==> config.mk <==
export PLATFORM = sky130hd
export DESIGN_NAME = multicycle_ctrl
export DESIGN_NICKNAME = d
export VERILOG_FILES = /design/src/rtl/multicycle_ctrl.sv
export SDC_FILE = /design/constraint.sdc
export NUM_CORES = 1
export LEC_CHECK = 0
export ABC_AREA = 1
export BUFFER_PORTS_ARGS = -buffer_cell sky130_fd_sc_hd__clkbuf_2
export CAP_MARGIN = 15
export CORE_UTILIZATION = 30
export CTS_BUF_LIST = sky130_fd_sc_hd__clkbuf_4 sky130_fd_sc_hd__clkbuf_8 sky130_fd_sc_hd__clkbuf_16
export CTS_CLUSTER_SIZE = 28
export DETAILED_ROUTE_END_ITERATION = 10
export PLACE_DENSITY = 0.61
export SLEW_MARGIN = 0
export SYNTH_ARGS = -nofsm -noshare
export SYNTH_HDL_FRONTEND = slang
export SYNTH_SLANG_ARGS = --single-unit
==> constraint.sdc <==
create_clock -name clk -period 4 [get_ports clk]
set_input_delay 0 -clock clk [delete_from_list [all_inputs] [get_ports clk]]
set_output_delay 0 -clock clk [all_outputs]
set_load 0.02 [all_outputs]
==> src/rtl/multicycle_ctrl.sv <==
//==============================================================================
// multicycle_ctrl
//   Multicycle control FSM for a LEGv8-subset datapath. Optional build macro
//   CTRL_PERF_CNT_EN adds a retired-instruction counter output.
//   Revision: 1.0
//==============================================================================
`default_nettype none

module multicycle_ctrl #(
  parameter int unsigned MEM_WAIT_MAX = 255
) (
  input  logic        clk,
  input  logic        rst,
  input  logic [31:0] instr,
  input  logic        mem_ready,
  input  logic        zero,
  output logic [3:0]  alu_op,
  output logic        alu_src_a,
  output logic [1:0]  alu_src_b,
  output logic        mem_read,
  output logic        mem_write,
  output logic        ir_write,
  output logic        pc_write,
  output logic        reg_write,
  output logic        pc_src,
  output logic        reg2_loc,
  output logic        mem_to_reg,
  output logic        illegal,
  output logic [1:0]  err_code
`ifdef CTRL_PERF_CNT_EN
  ,
  output logic [31:0] retired
`endif
);

  localparam logic [15:0] WAIT_LIMIT = 16'(MEM_WAIT_MAX);

  localparam logic [3:0] ALU_AND  = 4'b0000;
  localparam logic [3:0] ALU_OR   = 4'b0001;
  localparam logic [3:0] ALU_ADD  = 4'b0010;
  localparam logic [3:0] ALU_SUB  = 4'b0110;
  localparam logic [3:0] ALU_PASS = 4'b0111;

  localparam logic [10:0] OPC_ADD  = 11'b10001011000;
  localparam logic [10:0] OPC_SUB  = 11'b11001011000;
  localparam logic [10:0] OPC_AND  = 11'b10001010000;
  localparam logic [10:0] OPC_ORR  = 11'b10101010000;
  localparam logic [10:0] OPC_LDUR = 11'b11111000010;
  localparam logic [10:0] OPC_STUR = 11'b11111000000;

  typedef enum logic [3:0] {
    S_FETCH  = 4'd0,
    S_DECODE = 4'd1,
    S_EXEC_R = 4'd2,
    S_WB_R   = 4'd3,
    S_ADDR   = 4'd4,
    S_MEM_RD = 4'd5,
    S_MEM_WR = 4'd6,
    S_WB_MEM = 4'd7,
    S_CBZ    = 4'd8,
    S_BR     = 4'd9,
    S_TRAP   = 4'd10
  } state_t;

  state_t      state;
  state_t      state_nx;
  logic [10:0] ir_op;
  logic [15:0] wait_cnt;
  logic [1:0]  err_reg;
  logic        mem_state;
  logic        timeout;
  logic        is_rtype;
  logic        is_ldur;
  logic        is_stur;
  logic        is_cbz;
  logic        is_b;
  logic [3:0]  r_alu_op;
  logic        unused_instr;

  // Only the opcode field is kept; operand fields go straight to the datapath.
  assign unused_instr = ^instr[20:0];

  assign is_ldur  = (ir_op == OPC_LDUR);
  assign is_stur  = (ir_op == OPC_STUR);
  assign is_cbz   = (ir_op[10:3] == 8'b10110100);
  assign is_b     = (ir_op[10:5] == 6'b000101);
  assign is_rtype = (ir_op == OPC_ADD) || (ir_op == OPC_SUB) ||
                    (ir_op == OPC_AND) || (ir_op == OPC_ORR);

  always_comb begin
    r_alu_op = ALU_ADD;
    case (ir_op)
      OPC_SUB: r_alu_op = ALU_SUB;
      OPC_AND: r_alu_op = ALU_AND;
      OPC_ORR: r_alu_op = ALU_OR;
      default: r_alu_op = ALU_ADD;
    endcase
  end

  assign mem_state = (state == S_FETCH) || (state == S_MEM_RD) || (state == S_MEM_WR);
  assign timeout   = mem_state && !mem_ready && (wait_cnt == WAIT_LIMIT);

  always_ff @(posedge clk) begin
    if (rst) begin
      state    <= S_FETCH;
      wait_cnt <= '0;
      err_reg  <= 2'b00;
      ir_op    <= '0;
`ifdef CTRL_PERF_CNT_EN
      retired  <= '0;
`endif
    end else begin
      state <= state_nx;
      // Counts consecutive not-ready cycles within one memory state; any exit clears it.
      if (mem_state && !mem_ready && (state_nx == state))
        wait_cnt <= wait_cnt + 16'd1;
      else
        wait_cnt <= '0;
      if ((state == S_FETCH) && mem_ready)
        ir_op <= instr[31:21];
      if ((state_nx == S_TRAP) && (state != S_TRAP))
        err_reg <= timeout ? 2'b10 : 2'b01;
`ifdef CTRL_PERF_CNT_EN
      if ((state_nx == S_FETCH) &&
          ((state == S_WB_R) || (state == S_WB_MEM) || (state == S_MEM_WR) ||
           (state == S_CBZ) || (state == S_BR)))
        retired <= retired + 32'd1;
`endif
    end
  end

  always_comb begin
    state_nx   = state;
    alu_op     = 4'b0000;
    alu_src_a  = 1'b0;
    alu_src_b  = 2'b00;
    mem_read   = 1'b0;
    mem_write  = 1'b0;
    ir_write   = 1'b0;
    pc_write   = 1'b0;
    reg_write  = 1'b0;
    pc_src     = 1'b0;
    reg2_loc   = 1'b0;
    mem_to_reg = 1'b0;
    illegal    = 1'b0;
    err_code   = 2'b00;
    case (state)
      S_FETCH: begin
        mem_read  = !timeout;
        alu_op    = ALU_ADD;
        alu_src_b = 2'b01;
        if (mem_ready) begin
          ir_write = 1'b1;
          pc_write = 1'b1;
          state_nx = S_DECODE;
        end else if (timeout) begin
          state_nx = S_TRAP;
        end
      end
      S_DECODE: begin
        if (is_rtype)                state_nx = S_EXEC_R;
        else if (is_ldur || is_stur) state_nx = S_ADDR;
        else if (is_cbz)             state_nx = S_CBZ;
        else if (is_b)               state_nx = S_BR;
        else                         state_nx = S_TRAP;
      end
      S_EXEC_R: begin
        alu_src_a = 1'b1;
        alu_op    = r_alu_op;
        state_nx  = S_WB_R;
      end
      S_WB_R: begin
        alu_src_a = 1'b1;
        alu_op    = r_alu_op;
        reg_write = 1'b1;
        state_nx  = S_FETCH;
      end
      S_ADDR: begin
        alu_src_a = 1'b1;
        alu_src_b = 2'b10;
        alu_op    = ALU_ADD;
        state_nx  = is_ldur ? S_MEM_RD : S_MEM_WR;
      end
      S_MEM_RD: begin
        alu_src_a = 1'b1;
        alu_src_b = 2'b10;
        alu_op    = ALU_ADD;
        mem_read  = !timeout;
        if (mem_ready)    state_nx = S_WB_MEM;
        else if (timeout) state_nx = S_TRAP;
      end
      S_MEM_WR: begin
        alu_src_a = 1'b1;
        alu_src_b = 2'b10;
        alu_op    = ALU_ADD;
        reg2_loc  = 1'b1;
        mem_write = !timeout;
        if (mem_ready)    state_nx = S_FETCH;
        else if (timeout) state_nx = S_TRAP;
      end
      S_WB_MEM: begin
        reg_write  = 1'b1;
        mem_to_reg = 1'b1;
        state_nx   = S_FETCH;
      end
      S_CBZ: begin
        reg2_loc = 1'b1;
        alu_op   = ALU_PASS;
        pc_write = zero;
        pc_src   = zero;
        state_nx = S_FETCH;
      end
      S_BR: begin
        pc_write = 1'b1;
        pc_src   = 1'b1;
        state_nx = S_FETCH;
      end
      S_TRAP: begin
        illegal  = 1'b1;
        err_code = err_reg;
      end
      default: state_nx = S_FETCH;
    endcase
    // Outputs are forced quiet for the whole reset cycle so an aborted
    // instruction never leaks a partial write.
    if (rst) begin
      alu_op     = 4'b0000;
      alu_src_a  = 1'b0;
      alu_src_b  = 2'b00;
      mem_read   = 1'b0;
      mem_write  = 1'b0;
      ir_write   = 1'b0;
      pc_write   = 1'b0;
      reg_write  = 1'b0;
      pc_src     = 1'b0;
      reg2_loc   = 1'b0;
      mem_to_reg = 1'b0;
      illegal    = 1'b0;
      err_code   = 2'b00;
    end
  end

endmodule

`default_nettype wire

Yosys cells after proc, flatten, opt, wreduce, memory -nomap -nowiden
Cells that the tools add are included.

operators by class
  add/sub/neg operators = 1
  equal/unequal tests = 22
  multiplexer cells = 39
  bitwise operators = 1
  reductions and logical operators = 22

operators with widths
  operator               number
  $eq 11x11->1 const B   6
  $mux 4                 7
  $pmux 4 s7             1
  $mux 1                 19
  $add 16x1->16 const B  1
  $eq 16x8->1 const B    1
  $eq 4x3->1 const B     4
  $eq 4x4->1 const B     4
  $mux 2                 7
  $pmux 4 s3             1
  $reduce_or 2->1        5
  $pmux 3 s3             1
  $eq 4x2->1 const B     2
  $eq 8x8->1 const B     1
  $eq 6x3->1 const B     1
  $logic_or 1x1->1       6
  $logic_and 1x1->1      5
  $reduce_or 5->1        1
  $eq 4x1->1 const B     1
  $eq 4x4->1             1
  $logic_not 4->1        1
  $ne 4x4->1 const B     1
  $pmux 2 s2             1
  $reduce_or 4->1        1
  other kinds (5)        6

word-level totals
  flip-flop bits (word level) = 33
  output and inout bits = 18
  word-level logic and storage cells = 89

Longest topological paths before layout
  depth in word-level cells = 12
  mapped depth = 12
  gate-level depth less buffers = 12

Worst setup path before layout
No wires, ideal clock.

  path type = reg-to-reg
  start = register wait_cnt[0]
  end = register wait_cnt[13]
  library setup time = 0.115 ns
  arrival = 1.575 ns
  required time = 3.885 ns
  setup slack = 2.310 ns
  cell stages (with the launch flop) = 11
  path buffers = 1
  cell sequence = dfxtp_1 -> ha_1 -> nand2_1 -> nor2_2 -> nand2_1 -> nor2_2 -> nand2_4 -> a21oi_4 -> nand3b_4 -> buf_12 -> nor2_2

on the way
  cells in the longest elaborated chain, start to end = 9
  elaborated cells between the ends (all ways) = 12
  those cells by class = 1 x add/sub; 2 x eq/ne; 5 x mux; 1 x bitwise; 3 x reduce/logical

ends and longest elaborated chain
  item                              line           RTL
  start, declared                   68             logic [15:0] wait_cnt;
  start signal, assigned            116            wait_cnt <= wait_cnt + 16'd1;
  $eq 16x8->1                       101            assign timeout = mem_state && !mem_ready && (wait_cnt == WAIT_LIMIT);
  $logic_and 1x1->1                 101
  $mux 4                            156, 190, 199
  $mux 4, on equally long branches  198, 152, 189
  $pmux 4 s7                        147            case (state)
  $eq 4x4->1                        115            if (mem_state && !mem_ready && (state_nx == state))
  $logic_and 1x1->1                 115
  $not 1->1 (no source line)        n/a
  $reduce_or 2->1 (no source line)  n/a

Parallel ways exist; a longest one is shown, timed or not.
A chain may end at the register's enable or synchronous reset.

Worst setup path in the final report
  start = register state[0]
  end = output pc_write

on the way
  cells in the longest elaborated chain, start to end = 3
  elaborated cells between the ends (all ways) = 5
  those cells by class = 2 x eq/ne; 2 x mux; 1 x reduce/logical

ends and longest elaborated chain
  item                                                  line  RTL
  start, declared                                       65    state_t state;
  start signal, assigned                                113   state <= state_nx;
  $eq 4x4->1 / $logic_not 4->1 (equally long branches)  147
  $pmux 1 s3 (*)                                        147
  $mux 1 (*)                                            226   if (rst) begin
  end, declared                                         23    output logic pc_write,

Mark *: on every way between the ends. The rest lies on a longest branch, timed or not.

==> qor.csv <==
stage;metric;value;unit
run_status;outcome;finished, final reports clean;
power_and_ir_drop;Worst VDD drop;0.209;mV
grt;first-pass GRT wire length;7300;um
critical_path;Critical path origin;state[0]$_SDFF_PP0_;
critical_path;startpoint of the worst register-to-register path;wait_cnt[0]$_SDFF_PP0_;
cts;Reg clk slew, reported paths;70;ps
drt;TritonRoute pass-1 iters;4;
synthesis;Mapped Nets;336;
grt;initial antenna violation count;0;
place;worst slack, placed;2100;ps
die;die area;0.00683;sq mm
hold_path;worst min-delay path startpoint;instr[24];
synthesis;Syn Inst Count;299;
die;die width;82.7;um
die;chip height;82.7;um
synthesis;top cells by area, synth;dfxtp_1 34%, nand2_1 12%, nor2_1 9.0%;
drt;Vias/cell;4.61;
sta;TNS Setup;0;ps
cts;CTS resizes;0;
cts;Root Buffer Master;clkbuf_8;
synthesis;register bit total from synthesis;33;
critical_path;Crit path required time;4000;ps
synthesis;Avg Cell Area, Syn;6.53;sq um
cts;Post-CTS Setup Repair Bufs;0;
synthesis;top-area cell type share of the netlist area;0.338;
synthesis;Syn Std Cell Area;0.00195;sq mm
finish;area grow syn2layout;17.0;%
die;CORE AREA;0.00631;sq mm
drt;final antenna-violating net count;0;
sta;clock period minus final worst setup slack;2020;ps
sta;Clock Skew;4.60;ps
cts;CTS tree;built;
critical_path;crit path kind;register to output port;
synthesis;Synthesis Warnings;0;
finish;n_diodes;0;
drt;Detailed Route Iter0 Violations;80;
power_and_ir_drop;Pwr Total;0.00118;W
place;IO Port Bufs;31;
cts;CTS Buf Count;5;
run;Max Cap Violations;0;
sta;final clock period utilization by the worst path;0.504;
finish;number of nets in the layout;371;
cts;H-tree levels;2;
sta;Slew HR;0.564;
power_and_ir_drop;Pwr per Cell Area;518;mW/mm^2
critical_path;CP Data Arrival Time;2020;ps
place;RePlAce Congestion;0.819;
drt;routed wire length per instance;10.4;um
finish;Largest register FFs;16;
synthesis;leading area contributor after synthesis;dfxtp_1;
sta;Final Setup Violations;0;
critical_path;CP startpoint kind;register;
finish;Most flops, register;wait_cnt;
critical_path;CP cell instances;inv_1, nand2_1, nor2_1, nand2_1, a21oi_1, clkbuf_2;
cts;clock sink count;33;
sta;Final WS setup;1980;ps
grt;largest net degree at the start of global routing;24;
place;placed cell area;0.00216;sq mm
finish;layout cells sized above 1;0.191;
sta;worst slew pin tran;652;ps
synthesis;Synth cell types;32;
die;# rows;29;
critical_path;Critical Path End Type;output port;
cts;worst skew pair latency;280;ps
drt;drc violations;0;
critical_path;critical path's slowest cell;nand2_1;
place;final HPWL from detailed placement;3280;um
sta;Hold Fails Final Rpt;0;
critical_path;CP dominant cell by count;nand2_1;
finish;biggest regs;wait_cnt x16, ir_op x11, state x4;
synthesis;sequential element share of the synthesized area;0.338;
drt;via count;1898;
critical_path;CP max stage delay;450;ps
grt;Global Route Usage Sum;0.140;
hold_path;HP Class;primary input to register;
sta;Peak Freq;496;MHz
grt;vias in the first global route;1688;
die;IO Count;54;
drt;total routed wirelength;4270;um
critical_path;reg2reg setup slack;2120;ps
sta;Slew Viols, Final;0;
grt;gr ovfl total;0;
critical_path;critical path fanouts, max;23;
die;initial core utilization;0.309;
power_and_ir_drop;LEAKAGE;0.968;nW
cts;CTS Buffer Depth;2;
sta;RSZ-0062 raised after global routing;no;
finish;Design Area, Final;0.00228;sq mm
## layer usage
metal  wire [um]  track usage  up-vias
met3         177       0.0264        7
met2        1870        0.216       37
met5           0            0        -
li1            -            -     1018
met1        2160        0.190      836
met4          70       0.0621        0
## stage by stage
step / hold WS (ps) / utilization / instances
4_1_cts: 2.97 / 0.362 / 412
3_3_place_gp: 261 / 0.342 / 400
2_1_floorplan: 164 / - / 299
3_5_place_dp: 267 / 0.342 / 400
5_1_grt: 12.7 / 0.362 / 412
6_report: 10.9 / 0.362 / 412
## critical path: cells and delay by family (launching register included)
kind | cells | cell delay, ps
flip-flops | 1 | 390
AND/OR/NAND/NOR | 3 | 780
buffers and inverters | 2 | 290
AO/OA/AOI/OAI | 1 | 280
## final timing paths
kind	depth (start not counted)	to
worst max-delay path	6	pc_write
worst min-delay path	3	ir_op[3]$_SDFFE_PP0P_
worst max register to register	9	wait_cnt[9]$_SDFF_PP0_
worst min register to register	2	wait_cnt[3]$_SDFF_PP0_
## synth_stat cells
cell / instances
nand3b_4: 1
a21oi_2: 1
nor3_2: 2
buf_4: 1
a31oi_1: 1
dfxtp_1: 33
nand3_1: 16
o221ai_1: 1
nor2_1: 47
nand2_2: 2
o21ai_0: 12
nor3_1: 11
or2_2: 1
xor2_1: 5
nor2_2: 11
clkbuf_1: 5
inv_2: 3
a21oi_4: 1
o211ai_1: 2
nor2_4: 1
xnor2_1: 2
nand2_4: 1
a41oi_1: 1
nand4_1: 5
conb_1: 1
inv_1: 43
buf_12: 1
nand2_1: 60
nand3_4: 1
nand3b_1: 2
ha_1: 1
a21oi_1: 24
## cell families (layout without fill, tap and decap cells)
family / after synthesis / in the layout / share of synthesized area
DFF: 33 / 33 / 0.338
buffers and inverters: 53 / 89 / 0.112
adders and majority gates: 1 / 1 / 0.00641
AOI/OAI and AO/OA: 43 / 43 / 0.125
other: 1 / 1 / 0.00192
xor gates and xnor gates: 7 / 7 / 0.0314
and+or+nand+nor: 161 / 161 / 0.385
## layout by cell type (no fill, tap or decap), drive strengths merged
| master | instances |
|---|---|
| dfxtp | 33 |
| nand4 | 5 |
| nand2 | 63 |
| xor2 | 5 |
| a41oi | 1 |
| or2 | 1 |
| clkinv | 2 |
| inv | 46 |
| nor2 | 59 |
| a31oi | 1 |
| o21ai | 12 |
| a21oi | 26 |
| conb | 1 |
| clkinvlp | 1 |
| nand3 | 17 |
| o221ai | 1 |
| o211ai | 2 |
| clkbuf | 36 |
| dlygate4sd3 | 4 |
| ha | 1 |
| xnor2 | 2 |
| nor3 | 13 |
| nand3b | 3 |
## area by class of cell
cell class / instances / area [sq um]
Timing Repair Buffer: 35 / 195
Tap cell: 77 / 96.3
Sequential cell: 33 / 661
Clock inverter: 3 / 17.5
Clock buffer: 5 / 68.8
Inverter: 46 / 173
Fill cell: 715 / 4030
Multi-Input combinational cell: 213 / 1070
## power breakdown
group | leakage, nW | internal, W | switching [W]
Combinational | 0.655 | 0.000156 | 0.000334
Clock | 0.0439 | 0.000120 | 0.000128
Sequential | 0.269 | 0.000389 | 0.0000552
## repair_timing
item	4_1_cts	5_1_grt
hold endpoints to repair	4	0
hold buffers	4	0
setup endpoints to repair	0	0
Note: power is estimated with default switching activity, not from simulation.
